File: src/rtl/serv_axi_loader.sv
// serv_axi_loader: streams a boot image into SERV core RAM through single-beat
// AXI writes at incrementing word addresses. The core is held in reset until
// every word has been written and acknowledged. Bus errors and image overflow
// abort the load.
module serv_axi_loader #(
   parameter int AW        = 13,
   parameter int MEMSIZE   = 8192,
   parameter int BASE_ADDR = 0
) (
   input  logic          clk,
   input  logic          rst,
   input  logic          i_start,
   input  logic [31:0]   i_load_data,
   input  logic          i_load_valid,
   input  logic          i_load_last,
   output logic          o_load_ready,
   output logic [AW-1:0] o_awaddr,
   output logic          o_awvalid,
   input  logic          i_awready,
   output logic [31:0]   o_wdata,
   output logic [3:0]    o_wstrb,
   output logic          o_wvalid,
   input  logic          i_wready,
   input  logic [1:0]    i_bresp,
   input  logic          i_bvalid,
   output logic          o_bready,
   output logic          o_core_rst,
   output logic          o_done,
   output logic          o_error,
   output logic [AW-2:0] o_word_count
);

   localparam logic [2:0] S_IDLE   = 3'd0;
   localparam logic [2:0] S_ACCEPT = 3'd1;
   localparam logic [2:0] S_WRITE  = 3'd2;
   localparam logic [2:0] S_RESP   = 3'd3;
   localparam logic [2:0] S_DONE   = 3'd4;
   localparam logic [2:0] S_ERROR  = 3'd5;

   localparam int            NWORDS = MEMSIZE / 4;
   localparam logic [AW-1:0] BASE   = AW'(BASE_ADDR);
   localparam logic [AW-1:0] CAP    = AW'(NWORDS);

   logic [2:0]    state_reg;
   logic [AW-1:0] addr_reg;
   logic [AW-2:0] count_reg;
   logic [31:0]   data_reg;
   logic          last_reg;
   logic          ready_reg;
   logic          awvalid_reg;
   logic          wvalid_reg;
   logic          bready_reg;
   logic          core_rst_reg;
   logic          done_reg;
   logic          error_reg;
   logic          ram_full;
   logic          aw_settled;
   logic          w_settled;

   // The overflow test uses the acknowledged-word count rather than the
   // address: with MEMSIZE == 2**AW the address register rolls to BASE right
   // after the last legal word, but the count still says the RAM is full, so
   // no write is ever issued to a wrapped address.
   assign ram_full = {1'b0, count_reg} >= CAP;

   // A channel is finished once its valid is low or it handshakes this cycle.
   assign aw_settled = !awvalid_reg || i_awready;
   assign w_settled  = !wvalid_reg  || i_wready;

   // Load sequencer: every output is a register updated here.
   always_ff @(posedge clk) begin
      if (rst) begin
         state_reg    <= S_IDLE;
         addr_reg     <= BASE;
         count_reg    <= '0;
         data_reg     <= '0;
         last_reg     <= 1'b0;
         ready_reg    <= 1'b0;
         awvalid_reg  <= 1'b0;
         wvalid_reg   <= 1'b0;
         bready_reg   <= 1'b0;
         core_rst_reg <= 1'b1;
         done_reg     <= 1'b0;
         error_reg    <= 1'b0;
      end else begin
         case (state_reg)
            S_IDLE, S_DONE, S_ERROR: begin
               if (i_start) begin
                  state_reg    <= S_ACCEPT;
                  addr_reg     <= BASE;
                  count_reg    <= '0;
                  ready_reg    <= 1'b1;
                  core_rst_reg <= 1'b1;
                  done_reg     <= 1'b0;
                  error_reg    <= 1'b0;
               end
            end
            S_ACCEPT: begin
               if (i_load_valid) begin
                  data_reg  <= i_load_data;
                  last_reg  <= i_load_last;
                  ready_reg <= 1'b0;
                  if (ram_full) begin
                     state_reg <= S_ERROR;
                     error_reg <= 1'b1;
                  end else begin
                     state_reg   <= S_WRITE;
                     awvalid_reg <= 1'b1;
                     wvalid_reg  <= 1'b1;
                  end
               end
            end
            S_WRITE: begin
               awvalid_reg <= awvalid_reg && !i_awready;
               wvalid_reg  <= wvalid_reg && !i_wready;
               if (aw_settled && w_settled) begin
                  state_reg  <= S_RESP;
                  bready_reg <= 1'b1;
               end
            end
            S_RESP: begin
               if (i_bvalid) begin
                  bready_reg <= 1'b0;
                  if (i_bresp != 2'b00) begin
                     state_reg <= S_ERROR;
                     error_reg <= 1'b1;
                  end else begin
                     count_reg <= count_reg + 1'b1;
                     addr_reg  <= addr_reg + AW'(4);
                     if (last_reg) begin
                        state_reg    <= S_DONE;
                        core_rst_reg <= 1'b0;
                        done_reg     <= 1'b1;
                     end else begin
                        state_reg <= S_ACCEPT;
                        ready_reg <= 1'b1;
                     end
                  end
               end
            end
            default: begin
               state_reg <= S_IDLE;
            end
         endcase
      end
   end

   assign o_load_ready = ready_reg;
   assign o_awaddr     = addr_reg;
   assign o_awvalid    = awvalid_reg;
   assign o_wdata      = data_reg;
   assign o_wstrb      = 4'hF;
   assign o_wvalid     = wvalid_reg;
   assign o_bready     = bready_reg;
   assign o_core_rst   = core_rst_reg;
   assign o_done       = done_reg;
   assign o_error      = error_reg;
   assign o_word_count = count_reg;

endmodule

File: config.mk
export PLATFORM = sky130hd
export DESIGN_NAME = serv_axi_loader
export DESIGN_NICKNAME = d
export VERILOG_FILES = /design/src/rtl/serv_axi_loader.sv
export SDC_FILE = /design/constraint.sdc
export NUM_CORES = 1
export LEC_CHECK = 0
export BUFFER_PORTS_ARGS = -buffer_cell sky130_fd_sc_hd__buf_2
export CAP_MARGIN = 0
export CORE_UTILIZATION = 50
export CTS_CLUSTER_DIAMETER = 100
export DETAILED_ROUTE_END_ITERATION = 12
export PLACE_DENSITY_LB_ADDON = 0.1
export SLEW_MARGIN = 20
export SYNTH_ARGS = -nofsm -noshare
export SYNTH_HDL_FRONTEND = slang
export SYNTH_SLANG_ARGS = --single-unit
export TNS_END_PERCENT = 10
File: constraint.sdc
create_clock -name clk -period 3.99 [get_ports clk]
set_input_delay 0.1995 -clock clk [delete_from_list [all_inputs] [get_ports clk]]
set_output_delay 0.1995 -clock clk [all_outputs]
set_load 0.03 [all_outputs]
=== Word level (Yosys, flattened, before mapping) ===
Cells that the tools add are included.

* Output and inout bits: 68
* Bits in registers: 68
* Input bits: 42
* Word-level logic and storage cells: 97

* Reduce and logical (&&, ||, !) cells: 24
* Multiplexer cells: 43
* Add/subtract/negate cells: 2
* Equal/unequal tests: 15
* Magnitude comparators: 1

{| class="wikitable"
|+ Operator list
! kind !! count
|-
| 13-bit 2-to-1 mux || 3
|-
| 12-bit 2-to-1 mux || 3
|-
| 13-bit one-hot mux with 2 select lines || 1
|-
| 12-bit one-hot mux with 2 select lines || 1
|-
| 3-bit 2-to-1 mux || 7
|-
| 1-bit 2-to-1 mux || 20
|-
| 2-bit != test, second input constant || 10
|-
| 13-bit by 3-bit adder with 13-bit output, second input constant || 1
|-
| 12-bit by 1-bit adder with 12-bit output, second input constant || 1
|-
| 12-bit >= comparator, second input constant || 1
|-
| 3-bit one-hot mux with 4 select lines || 1
|-
| 6-bit AND reduction || 2
|-
| 1-bit one-hot mux with 2 select lines || 5
|-
| 4-bit AND reduction || 2
|-
| 2-bit nonzero test || 4
|-
| 3-bit by 2-bit == test with 1-bit output, second input constant || 2
|-
| 3-bit == test, second input constant || 2
|-
| 1-bit one-hot mux with 3 select lines || 2
|-
| 3-bit AND reduction || 2
|-
| 5-bit AND reduction || 1
|-
| 1-bit zero test || 4
|-
| 3-bit by 1-bit == test with 1-bit output, second input constant || 1
|-
| 1-bit logical AND || 3
|-
| 3-bit zero test || 1
|-
| 4 further kinds || 5
|}

=== Logic depth before layout (Yosys ltp) ===
Gate-level depths: netlist of the first run.

* Depth after elaboration: 5
* Mapped depth: 7
* Gate-level depth less buffers: 5

=== Worst setup path after synthesis of the first run ===
Ideal clock, no wire load.

* Kind: register -> register
* From: register count_reg[3] (netlist: o_word_count[3])
* To: register count_reg[9] (netlist: o_word_count[9])
* Path buffers: 0
* Arrival: 1.740 ns
* Stages on the path, launching flop included: 5
* Library setup time: 0.070 ns
* Setup slack: 2.180 ns
* Required time: 3.920 ns
* Clock period less this slack: 1.810 ns
* Cell sequence: dfxtp_1 nand4_1 or2_2 or4_1 a21oi_1

* Cells in the longest elaborated chain, start to end: 4

{| class="wikitable"
|+ RTL lines
! item !! line !! RTL
|-
| start, declared || 46 || <nowiki>logic [AW-2:0] count_reg;</nowiki>
|-
| start signal, assigned || 128 || <nowiki>count_reg <= count_reg + 1'b1;</nowiki>
|-
| 12-bit by 1-bit adder with 12-bit output || 128 ||
|-
| 12-bit 2-to-1 mux || 124 || <nowiki>if (i_bresp != 2'b00) begin</nowiki>
|-
| 12-bit 2-to-1 mux || 122 || <nowiki>if (i_bvalid) begin</nowiki>
|-
| 12-bit one-hot mux with 2 select lines || 86 || <nowiki>case (state_reg)</nowiki>
|}

Every way passes these cells. The select of a mux whose other input is x is not followed.
A chain may end at the register's enable or synchronous reset.

=== Worst setup path in the final report of the first run ===
* From: register state_reg[1]
* To: register count_reg[5] (netlist: o_word_count[5])

* Cells in the longest elaborated chain, start to end: 4
* Elaborated cells between the ends (all ways): 11
* Classes of those cells: eq/ne (6); mux (1); reduce/logical (4)

{| class="wikitable"
|+ RTL lines
! item !! line !! RTL
|-
| start, declared || 44 || <nowiki>logic [2:0] state_reg;</nowiki>
|-
| start signal, assigned || 73 || <nowiki>state_reg <= S_IDLE;</nowiki>
|-
| start signal, assigned || 89 || <nowiki>state_reg <= S_ACCEPT;</nowiki>
|-
| start signal, assigned || 104 || <nowiki>state_reg <= S_ERROR;</nowiki>
|-
| 3-bit == test / 3-bit zero test (equally long branches) || 86 ||
|-
| 3-bit OR reduction || 86 ||
|-
| 2-bit != test (no line) / 2-bit nonzero test (equally long branches) || - ||
|-
| 4-bit AND reduction (no line) || - ||
|}

Parallel ways exist; a longest one is shown, timed or not.

==> qor.csv, run 1 <==
stage;metric;value;unit
run_status;outcome;complete, no violations;
synthesis;yosysWarnings;0;
route;firstDrtPassIters;5;
layout;nFillCells;506;
die;num_io_pins;110;
route;vias;2719;
die;die_h;77.2;um
clock_network;cts_buffers;9;
layout;diodes;0;
synthesis;synthTopCellsByArea;dfxtp_1 47%, nand2_1 11%, a21oi_1 11%;
layout;largest_reg_flops;32;
clock_network;post_cts_resized;0;
layout;instances_no_fill;526;
setup_path;critPathBufInv;0;
sta;hold_violations;0;
sta;max_slew_margin;49.4;%
clock_network;postCtsSetupRepairBufs;0;
power;vdd_drop_max;0.351;mV
sta;worst_pin_slew;758;ps
global_route;grt_pass1_wl;10500;um
synthesis;synth_ff_type;dfxtp_1;
route;drc;0;
sta;rsz0062_at_grt;false;
sta;period_share;55.2;%
setup_path;critPathMaxFanout;44;
route;first_iter_violations;129;
synthesis;synth-seq-cells;66;
sta;setup_viol;0;
placed_design;dp_hpwl;4260;um
clock_network;cts-root-buf;clkbuf_8;
die;initial_core_util;51.7;%
clock_network;holdBufCountCts;0;
route;ant_nets;0;
layout;final_layout_size_suffix_gt1_share;27.1;%
power;p_comb_share;26.1;%
die;rows;27;
route;routed_via_density;5.17;
sta;final.setup.tns;0;ps
placed_design;gp_congestion;0.817;
synthesis;ys_seq_area_share;46.7;%
setup_path;cp_slowest_cell;dfxtp_1;
run;cap_violations;0;
global_route;global_route.usage.total;21.8;%
die;fp.dieW;77.2;um
global_route;gr-total-overflow;0;
route;wl_per_cell;12.0;um
clock_network;ctsLongestPathBuffers;2;
setup_path;cpPeakStageDelay;710;ps
layout;area_growth;25.0;%
route;wirelength;6290;um
synthesis;netlist_area;0.00283;sq mm
synthesis;yosysTopAreaCellShare;46.7;%
synthesis;synth_most_common_cell;nand2_1;
clock_network;clk_pin_slew;70;ps
synthesis;postSynthCellCount;355;
die;dieArea;0.00596;sq mm
sta;drv_slew;0;
clock_network;cts_tree;done;
power;clkPwrFrac;30.9;%
synthesis;synthTopCellsByCount;85 x nand2_1, 66 x dfxtp_1, 63 x a21oi_1;
synthesis;syn_area_per_cell;7.97;sq um
setup_path;cp-start-kind;flip-flop;
global_route;grt_pass1_vias;2352;
layout;fin_nets;494;
setup_path;cp.required;4250;ps
power;power.density;509;mW/mm^2
clock_network;htree_levels;3;
setup_path;end_kind;flip-flop;
sta;max_clock_freq;0.454;GHz
setup_path;critPathArrivalTime;2460;ps
global_route;antenna_found_initial;0;
synthesis;synth_cell_types;43;
power;intPower;1.19;mW
power;switching_share;34.0;%
setup_path;path_class;reg -> reg;
power;leakage;1.49;nW
synthesis;synthArstFlopShare;0;%
power;seqPwrFrac;43.0;%
die;core;0.00547;sq mm
sta;finClkSkew;12.6;ps
placed_design;numPortBuffers;103;
synthesis;synth-edff-count;0;
synthesis;synth_largest_area_cell;dfxtp_1;
sta;finalCriticalPeriod;2200;ps
clock_network;clk_latency;330;ps
clock_network;clock_sinks;66;
global_route;grt_max_degree;45;
placed_design;place_inst;510;
setup_path;critPathTopFamily;simple AND/OR/NAND/NOR gates;
setup_path;crit_chain;nand4b_4 -> o32a_4 -> or4_1 -> a21oi_1;
power;p_sw;612;uW
hold_path;hold_class;in -> reg;
[path summary, 6_finish.rpt]
kind / slack [ps] / start / endpoint / cells past startpoint
hold reg to reg: 450 / o_wdata[22]$_SDFFE_PP0P_ / o_wdata[22]$_SDFFE_PP0P_ / 2
setup reg to reg: 1790 / state_reg[1]$_SDFFE_PP0P_ / o_word_count[5]$_SDFFE_PP0P_ / 4
setup / recovery: 1790 / state_reg[1]$_SDFFE_PP0P_ / o_word_count[5]$_SDFFE_PP0P_ / 4
hold / removal: 100 / i_load_data[0] / o_wdata[0]$_SDFFE_PP0P_ / 3
[placed cells by master, fill, tap and decap left out, types with 2 or more instances in the layout]
| cell | count |
|---|---|
| buf_2 | 103 |
| a21oi_1 | 63 |
| dfxtp_1 | 66 |
| ha_1 | 3 |
| clkbuf_8 | 11 |
| nand2_1 | 85 |
| nand4b_1 | 2 |
| nor4_1 | 4 |
| nand4_1 | 3 |
| or4_1 | 8 |
| o31ai_1 | 7 |
| conb_1 | 6 |
| or3_1 | 14 |
| inv_1 | 13 |
| nand3_1 | 8 |
| nor2_1 | 8 |
| o21ai_0 | 13 |
| nand2b_1 | 3 |
| clkbuf_1 | 3 |
| buf_4 | 3 |
| o21a_1 | 2 |
[per-layer routing]
layer | vias up | wire (um) | global-route usage [%]
met5 | - | 0 | 0
met4 | 0 | 78 | 7.92
met3 | 8 | 347 | 6.55
met2 | 68 | 2940 | 35.9
met1 | 1235 | 2930 | 26.6
li1 | 1408 | - | -
[worst register-to-register path: cells and delay by family, from the launching register on]
kind | cells | cell delay [ps]
AND/OR/NAND/NOR | 2 | 760
flip-flops | 1 | 710
AO/OA/AOI/OAI | 2 | 670
[layout make-up]
| class | count | area, sq um | share of cell area [%] |
|---|---|---|---|
| well taps | 72 | 90.1 | 2.55 |
| repair buffers | 106 | 538 | 15.2 |
| clock inverters | 2 | 35.0 | 0.990 |
| multi-input cells | 253 | 1340 | 37.9 |
| clock buffers | 14 | 163 | 4.60 |
| inverters | 13 | 48.8 | 1.38 |
| flip-flops and latches | 66 | 1320 | 37.4 |
[per-stage QoR]
step	instance area, sq um	power, mW	hold WS, ps	worst slack [ps]	utilization, %
5_1_grt	3540	1.90	87.2	1600	64.6
2_1_floorplan	2840	1.14	335	2180	-
3_3_place_gp	3340	1.25	432	1870	61.0
6_report	3540	1.80	99.7	1790	64.6
4_1_cts	3540	1.82	85.5	1810	64.6
3_5_place_dp	3340	1.26	437	1820	61.0
[cell families after synthesis]
group	share of synthesized area (%)
simple gates	25.4
flops	46.7
fa+ha+maj	1.33
compound gates	19.5
other cells	0.265
mux	0.354
buf+inv	6.50
[power by group through the flow]
stage	Combinational, mW	Clock [mW]	Sequential (mW)
floorplan	0.257	0	0.887
global placement	0.468	0	0.787
detailed placement	0.473	0	0.788
CTS	0.474	0.571	0.774
global route	0.515	0.602	0.786
finish	0.471	0.557	0.774
No activity file was read; power rests on OpenSTA's default activity.
==> run 2, diff against run 1 <==
Settings changed: ABC_AREA set to 1.
Clock period 3.99 ns to 2.2 ns, I/O delays scaled along.
==> run 2 against run 1 <==
- sequential power increased by 110%
- synthesized cell count grew 34%
- combinational power rose to 3.9 times the previous value
- synthesized area rose by 9.4%
- flip-flop and latch count unchanged
- clock skew down 4.4 ps
- utilization down 0.81 points
- cell count up 24%
- total power rose by 150%
- critical endpoint is now o_awaddr[9]$_SDFFE_PP0P_
==> qor.csv, run 2 <==
stage;metric;value;unit;change
run_status;outcome;complete, no violations;;
power;vdd_drop_max;0.666;mV;+90%
clock_network;cts-root-buf;clkbuf_8;;
sta;worst_pin_slew;555;ps;-204 ps
sta;period_share;81.7;%;+27 points
layout;area_growth;22.8;%;
layout;fin_nets;619;;+25%
run;cap_violations;0;;unchanged
route;routed_via_density;4.83;;-6.6%
synthesis;synth_cell_types;23;;-47%
placed_design;numPortBuffers;103;;unchanged
synthesis;yosysTopAreaCellShare;42.7;%;-4.0 points
die;die_h;80.7;um;+4.5%
placed_design;dp_hpwl;5100;um;+20%
setup_path;cp.required;2410;ps;-1840 ps
sta;final.setup.tns;0;ps;unchanged
die;num_io_pins;110;;unchanged
sta;max_slew_margin;63.0;%;+14 points
hold_path;hold_class;in -> reg;;
setup_path;cpPeakStageDelay;460;ps;-250 ps
power;power.density;1160;mW/mm^2;+130%
die;initial_core_util;52.0;%;+0.28 points
setup_path;end_kind;flip-flop;;
clock_network;ctsLongestPathBuffers;2;;unchanged
sta;finalCriticalPeriod;1800;ps;-404 ps
global_route;grt_pass1_vias;2751;;+17%
synthesis;synth_largest_area_cell;dfxtp_1;;
clock_network;clk_pin_slew;70;ps;about the same
clock_network;clock_sinks;66;;unchanged
global_route;global_route.usage.total;22.8;%;+0.99 points
clock_network;cts_buffers;9;;unchanged
global_route;grt_pass1_wl;11500;um;+10%
power;leakage;1.86;nW;+25%
route;firstDrtPassIters;4;;-1
setup_path;cp_slowest_cell;dfxtp_1;;
layout;largest_reg_flops;32;;unchanged
layout;fin_util;63.8;%;-0.81 points
sta;hold_violations;0;;unchanged
clock_network;holdBufCountCts;0;;unchanged
setup_path;crit_chain;nand2_1 -> nor2_2 -> nand2_1 -> nand2_2 -> inv_2 -> nand2_1 -> nor2_1 -> nor2_1 -> nor2_1;;
sta;drv_slew;0;;unchanged
die;fp.dieW;80.7;um;+4.5%
placed_design;gp_congestion;0.917;;+12%
layout;layout_common_cells;130 x nor2_1, 104 x nand2_1, 103 x buf_2, 66 x dfxtp_1, 46 x inv_1;;
synthesis;synthTopCellsByArea;dfxtp_1 43%, nor2_1 16%, nand2_1 13%;;
setup_path;critPathArrivalTime;2000;ps;-460 ps
synthesis;synthTopCellsByCount;130 x nor2_1, 104 x nand2_1, 66 x dfxtp_1;;
route;vias;3152;;+16%
synthesis;ys_seq_area_share;42.7;%;-4.0 points
synthesis;yosysWarnings;0;;unchanged
synthesis;synth-edff-count;0;;unchanged
synthesis;synthArstFlopShare;0;%;unchanged
sta;max_clock_freq;0.556;GHz;+22%
sta;rsz0062_at_grt;false;;
route;wirelength;7050;um;+12%
setup_path;critPathMaxFanout;12;;-73%
synthesis;netlist_area;0.00310;sq mm;+9.4%
global_route;grt_max_degree;37;;-18%
layout;final_common_cell;nor2_1;;
route;drc;0;;unchanged
setup_path;path_class;reg -> reg;;
global_route;antenna_found_initial;0;;unchanged
synthesis;synth_most_common_cell;nor2_1;;
route;wl_per_cell;10.8;um;-9.7%
die;rows;28;;+3.7%
clock_network;post_cts_resized;0;;unchanged
die;dieArea;0.00651;sq mm;+9.2%
layout;final_layout_size_suffix_gt1_share;22.5;%;-4.6 points
layout;diodes;0;;unchanged
die;core;0.00596;sq mm;+8.8%
clock_network;cts_tree;done;;
route;first_iter_violations;121;;-6.2%
sta;setup_viol;0;;unchanged
setup_path;cp-start-kind;flip-flop;;
clock_network;postCtsSetupRepairBufs;0;;unchanged
sta;finClkSkew;8.23;ps;-4.39 ps
synthesis;synth-seq-cells;66;;unchanged
synthesis;syn_area_per_cell;6.50;sq um;-18%
synthesis;postSynthCellCount;476;;+34%
global_route;gr-total-overflow;0;;unchanged
clock_network;htree_levels;3;;unchanged
synthesis;synth_ff_type;dfxtp_1;;
clock_network;clk_latency;330;ps;about the same
route;ant_nets;0;;unchanged
run 2: cell types whose count changed in the layout (fill, tap and decap cells not counted), sizes merged, moves of 8 or more:
cell | before | now
nor2 | 8 | 133
nand2 | 85 | 105
or4 | 8 | 0
o21ai | 14 | 45
inv | 13 | 48
nand3 | 8 | 28
a21oi | 63 | 14
or3 | 14 | 0
run 2: worst paths after layout:
check | slack, ps | startpoint | end | depth (start not counted)
setup reg to reg | 400 | state_reg[1]$_SDFFE_PP0P_ | o_awaddr[9]$_SDFFE_PP0P_ | 9
hold reg to reg | 470 | o_bready$_SDFFE_PP0P_ | o_bready$_SDFFE_PP0P_ | 2
hold / removal | 30 | i_load_data[22] | o_wdata[22]$_SDFFE_PP0P_ | 3
setup / recovery | 400 | state_reg[1]$_SDFFE_PP0P_ | o_awaddr[9]$_SDFFE_PP0P_ | 9
run 2: critical path: cells and delay by family, from the launching register on:
family,cells,cell delay [ps]
flops,1,460
buf+inv,1,120
simple gates,8,1070
run 2: cell families after synthesis:
family | Yosys count | synth area share (%)
compound gates | 60 | 9.78
buf+inv | 72 | 10.1
simple gates | 271 | 35.4
fa+ha+maj | 3 | 1.21
other cells | 2 | 0.243
flops | 66 | 42.7
xor+xnor | 2 | 0.566
run 2: where the power goes:
group	total [mW]	internal (mW)	switching [mW]	leakage [nW]
clock network	0.974	0.516	0.458	0.0921
logic	1.83	0.518	1.31	1.23
registers	1.62	1.44	0.178	0.538
run 2: area by class of cell:
class                   instances  area [sq um]
clock buffers                  10           128
inverters                      48           180
well taps                      75          93.8
repair buffers                107           546
clock inverters                 5          56.3
fillers                       583          2150
flip-flops and latches         66          1320
multi-input cells             342          1480
run 2: metal layers:
layer	vias up	GRT usage, %	wire [um]
met4	0	8.93	83
met1	1399	26.4	3190
met2	97	40.1	3340
li1	1648	-	-
met3	8	5.34	441
met5	-	0	0
run 2: through the flow:
| stage | power [mW] | area, sq um | cells | worst slack, ps | hold WS, ps |
|---|---|---|---|---|---|
| finish | 4.42 | 3800 | 653 | 403 | 27.2 |
| global route | 4.73 | 3800 | 653 | 108 | 36.3 |
| CTS | 4.45 | 3800 | 653 | 406 | 18.7 |
| detailed placement | 3.48 | 3620 | 638 | 439 | 367 |
| global placement | 3.46 | 3620 | 638 | 491 | 360 |
| floorplan | 3.04 | 3110 | 480 | 725 | 274 |
